File: src/rtl/shift_add_datapath.sv
// Shift-and-add multiplier datapath: accumulator, multiplicand register and bit counter.
// Build option: define PRODUCT_REG_EN for a Product register captured on Done.
module shift_add_datapath #(
    parameter int N = 4
) (
    input  logic           Clk,
    input  logic           Rstn,
    input  logic           Load,
    input  logic           Sh,
    input  logic           Ad,
    input  logic           Done,
    input  logic [N-1:0]   Mplier,
    input  logic [N-1:0]   Mcand,
    output logic           M,
    output logic           K,
    output logic [2*N-1:0] Product,
    output logic           Valid
);
    localparam int CW = (N > 1) ? $clog2(N) : 1;

    logic [2*N:0]  acc_q, acc_d;
    logic [N-1:0]  mc_q, mc_d;
    logic [CW-1:0] cnt_q, cnt_d;
    logic          valid_q;
    logic [2*N:0]  sum;

    always_comb begin
        acc_d = acc_q;
        mc_d  = mc_q;
        cnt_d = cnt_q;
        sum   = acc_q;
        // The add feeds the shifter so Ad and Sh together complete a bit in one cycle.
        if (Ad) begin
            sum[2*N:N] = {1'b0, acc_q[2*N-1:N]} + {1'b0, mc_q};
        end
        if (Load) begin
            acc_d = {{(N+1){1'b0}}, Mplier};
            mc_d  = Mcand;
            cnt_d = '0;
        end else begin
            acc_d = sum;
            if (Sh) begin
                acc_d = {1'b0, sum[2*N:1]};
                cnt_d = (cnt_q == CW'(N-1)) ? '0 : cnt_q + 1'b1;
            end
        end
    end

    always_ff @(posedge Clk) begin
        if (!Rstn) begin
            acc_q   <= '0;
            mc_q    <= '0;
            cnt_q   <= '0;
            valid_q <= 1'b0;
        end else begin
            acc_q   <= acc_d;
            mc_q    <= mc_d;
            cnt_q   <= cnt_d;
            valid_q <= Done;
        end
    end

    assign M     = acc_q[0];
    assign K     = (cnt_q == CW'(N-1));
    assign Valid = valid_q;

`ifdef PRODUCT_REG_EN
    logic [2*N-1:0] prod_q;

    // Samples the pre-edge accumulator, so Done with Load captures the old result.
    always_ff @(posedge Clk) begin
        if (!Rstn) begin
            prod_q <= '0;
        end else if (Done) begin
            prod_q <= acc_q[2*N-1:0];
        end
    end

    assign Product = prod_q;
`else
    assign Product = acc_q[2*N-1:0];
`endif

endmodule

File: config.mk
export PLATFORM = sky130hd
export DESIGN_NAME = shift_add_datapath
export DESIGN_NICKNAME = d
export VERILOG_FILES = /design/src/rtl/shift_add_datapath.sv
export SDC_FILE = /design/constraint.sdc
export NUM_CORES = 1
export LEC_CHECK = 0
export BUFFER_PORTS_ARGS = -buffer_cell sky130_fd_sc_hd__buf_2
export CORE_MARGIN = 1.5
export CORE_UTILIZATION = 53
export CTS_CLUSTER_DIAMETER = 100
export DETAILED_ROUTE_END_ITERATION = 12
export PLACE_DENSITY = 0.81
export SYNTH_ARGS = -nofsm -noshare
export SYNTH_HDL_FRONTEND = slang
export SYNTH_SLANG_ARGS = --single-unit
File: constraint.sdc
create_clock -name Clk -period 3.2 [get_ports Clk]
set_input_delay 0.16 -clock Clk [delete_from_list [all_inputs] [get_ports Clk]]
set_output_delay 0.16 -clock Clk [all_outputs]
set_load 0.01 [all_outputs]
==> out/summary.log <==
qor: yosys.syn-instance-count 92
qor: clock_tree.cts_resizes 0
qor: clock_tree.cts_made_buffers 3
qor: yosys.post_synth_instance_area 865 sq um
qor: yosys.number_of_synthesized_flops_with_an_enable_pin 0
qor: timing.max_slew.worst_pin.slew 0.303 ns
qor: pwr.static-leakage-power 0.000485 uW
qor: worst_setup_path.rrSetupSlack 1.48 ns
qor: timing.timing.final.hold_violations 0
qor: yosys.netlist-cell-type-count 24
qor: timing.fmax 581 MHz
qor: pwr.vdd_ir_drop_max 0.281 mV
qor: worst_setup_path.ff2ff_path_depth 6
qor: yosys.yosys-mux-area-fraction 10.4%
qor: grt.number_of_global_route_vias_before_repair 613
qor: worst_setup_path.timing.critical_path.arrival 1.91 ns
qor: worst_setup_path.worst_path_max_delay_cell sky130_fd_sc_hd__fa_1
qor: worst_setup_path.critical-path-top-delay-family adder cells
qor: detailed_routing.route.detailed.vias_per_inst 5.54
qor: detailed_routing.pre_repair_dr_iteration_count 4
qor: clock_tree.clock_insertion_delay_worst_skew 0.29 ns
qor: place.dpl.cell_count 121
qor: worst_setup_path.crit_buf_inv 0
qor: worst_setup_path.timing.critical_path.to_type flip-flop
qor: worst_setup_path.path_max_fanout 3
qor: grt.wire_length_of_the_first_global_routing_pass 2440 microns
qor: detailed_routing.antenna_nets_post_route 0
qor: floorplanning.die_height 43.4 microns
qor: place.preCtsSetupSlack 1.51 ns
qor: final_layout.final_layout_size_suffix_gt1_share 26.6%
qor: yosys.mappedNetlistNets 112
qor: timing.final_critical_path_setup_slack 1.48 ns
qor: timing.timing.final.crit_period 1.72 ns
qor: yosys.synth_area_per_cell 9.40 sq um
qor: timing.final_max_slew_viol_count 0
qor: final_layout.stdcell_count 125
qor: worst_setup_path.slowest_cell_delay_on_critical_path 0.41 ns
qor: pwr.power.density 430 nW/um^2
qor: clock_tree.cts-hold-fix-buffers 0
qor: yosys.post_synthesis_xor_xnor_area_fraction 1.01%
qor: hold_path.hold_end Valid
qor: floorplanning.core.rowCount 14
qor: clock_tree.clk_pin_slew 0.10 ns
qor: yosys.ys_seq_elements 16
qor: timing.clock_tree_skew_after_final_layout 0.00417 ns
qor: clock_tree.cts_max_path_buffers 2
qor: final_layout.antenna-diode-count 0
qor: yosys.simple_gate_share_of_the_synthesized_area 15.1%
qor: pwr.power.total 414 uW
qor: hold_path.hold-path-cell-count 2
qor: yosys.ys_seq_area_share 37.0%
qor: final_layout.syn_to_final_growth 11.1%
qor: place.routabilityCongestion 0.818
qor: worst_setup_path.cell_chain_of_the_critical_path ha_1, fa_1, a21o_2, a21oi_1, a311o_1, nor2_1
qor: hold_path.timing.hold.worst.start Done
qor: outcome.outcome completed
qor: job.max-cap-violations 0
qor: floorplanning.start_util 56.7%
qor: worst_setup_path.crit_type flip-flop to flip-flop
qor: timing.timing.setup.tns 0 ns
qor: clock_tree.clk_tree_root_cell sky130_fd_sc_hd__clkbuf_4
qor: worst_setup_path.worst_ep_required_time 3.39 ns
qor: detailed_routing.routed-via-count 693
qor: timing.hold-worst-slack 0.0747 ns
qor: clock_tree.clock-sinks 16
qor: timing.remaining_max_slew_budget_at_the_tightest_pin 79.8%
qor: clock_tree.cts_tree done
qor: grt.antenna_violations_before_repair 0
qor: yosys.synth-compound-area-share 16.8%
qor: final_layout.fin_nets 130
qor: yosys.ys_dominant_reg_cell sky130_fd_sc_hd__dfxtp_1
qor: timing.rsz_0062_raised_after_global_routing false
qor: place.dp.final_hpwl 1140 microns
qor: detailed_routing.routed_wire_length_per_instance 11.9 microns
qor: floorplanning.floorplan.die_area 1880 sq um
qor: grt.globalRouteOverflowTotal 0
qor: yosys.yosysWarningCount 0
qor: grt.grt_max_degree 15
qor: floorplanning.num_io_pins 25
qor: timing.min_period_over_period 53.8%
qor: worst_setup_path.r2r_end acc_q[7]
qor: floorplanning.design.core.area 1520 sq um
qor: detailed_routing.number_of_design_rule_violations_left_by_the_first_detailed_router_iteration 11
qor: detailed_routing.remaining_drc_errors 0
qor: worst_setup_path.timing.critical_path.from_type flip-flop
qor: place.io_buffer_count 24
qor: timing.setup_viol 0
qor: yosys.synth-async-reset-ratio 0%
qor: hold_path.path_class_of_the_lowest_slack_min_delay_path input pin to flip-flop
qor: clock_tree.cts_setup_buffers 0
qor: floorplanning.dieWidth 43.4 microns
qor: grt.global_route.usage.total 17.5%
qor: yosys.synth_top_family_by_area compound AO/OA/AOI/OAI gates
qor: detailed_routing.route.final.wire_length 1490 microns
qor: clock_tree.cts_htree_levels 1
qor: worst_setup_path.r2r_start acc_q[4]
qor: yosys.synthAdderAreaFrac 9.55%
==> report_power, final <==
| part | switching (uW) | internal (uW) | leakage, uW |
|---|---|---|---|
| sequential | 6.87 | 209 | 0.000131 |
| clock | 64.2 | 69.3 | 0.0000210 |
| combinational | 33.5 | 30.7 | 0.000332 |
==> synth_stat cells, types with 2 or more instances <==
library cell	instances	share of area [%]
sky130_fd_sc_hd__a211oi_1	7	6.1
sky130_fd_sc_hd__a21oi_1	4	2.3
sky130_fd_sc_hd__and2_1	4	2.9
sky130_fd_sc_hd__buf_4	10	8.7
sky130_fd_sc_hd__dfxtp_1	16	37
sky130_fd_sc_hd__ha_1	5	7.2
sky130_fd_sc_hd__inv_1	2	0.87
sky130_fd_sc_hd__mux2i_1	9	10
sky130_fd_sc_hd__nand2_1	5	2.2
sky130_fd_sc_hd__nor2_1	5	2.2
sky130_fd_sc_hd__nor2b_1	7	5.1
sky130_fd_sc_hd__o21ai_0	6	3.5
==> registers in the layout (all words and copies together) (netlist names) <==
| signal | cells |
|---|---|
| acc_q | 9 |
| mc_q | 4 |
| cnt_q | 2 |
| Valid | 1 |
==> cells by family after synthesis <==
kind of cell | after synthesis
buffers and inverters | 13
adders and majority gates | 6
DFF | 16
xor gates and xnor gates | 1
and+or+nand+nor | 25
muxes | 9
AOI/OAI and AO/OA | 22
==> cells in the final DEF, fill, tap and decap left out, types with 4 or more instances in the layout <==
cell type / n
sky130_fd_sc_hd__ha_1: 5
sky130_fd_sc_hd__o21ai_0: 6
sky130_fd_sc_hd__dfxtp_1: 16
sky130_fd_sc_hd__buf_2: 24
sky130_fd_sc_hd__a211oi_1: 7
sky130_fd_sc_hd__a21oi_1: 4
sky130_fd_sc_hd__nor2_1: 5
sky130_fd_sc_hd__nand2_1: 5
sky130_fd_sc_hd__mux2i_1: 9
sky130_fd_sc_hd__and2_1: 4
sky130_fd_sc_hd__nor2b_1: 7
==> layer usage <==
| metal | track usage [%] | share of wire [%] |
|---|---|---|
| met1 | 21.3 | 46 |
| met4 | 10.9 | 1.5 |
| met2 | 29.0 | 48 |
| met3 | 2.50 | 4.4 |
| met5 | 0 | 0 |
==> metrics by stage <==
| stage | utilization (%) | cell area (sq um) |
|---|---|---|
| floorplan | - | 865 |
| finish | 63.1 | 961 |
| CTS | 63.1 | 961 |
| global placement | 60.7 | 925 |
| global route | 63.1 | 961 |
| detailed placement | 60.7 | 925 |
==> worst max-delay path by stage <==
stage / start / endpoint / slack, ns / cells past startpoint
2_1_floorplan: acc_q[4] / acc_q[7] / 1.60 / 6
3_3_place_gp: acc_q[4] / acc_q[7] / 1.58 / 6
3_5_place_dp: acc_q[4] / acc_q[7] / 1.51 / 6
4_1_cts: acc_q[4] / acc_q[7] / 1.48 / 6
5_1_grt: acc_q[4] / acc_q[7] / 1.40 / 6
6_report: acc_q[4] / acc_q[7] / 1.48 / 6
==> layout make-up <==
cell class	instances	area (sq um)
fillers	133	563
multi-input cells	63	457
flip-flops and latches	16	320
repair buffers	24	120
clock buffers	4	36.3
well taps	16	20.0
inverters	2	7.51
(Power assumes the default switching activity.)
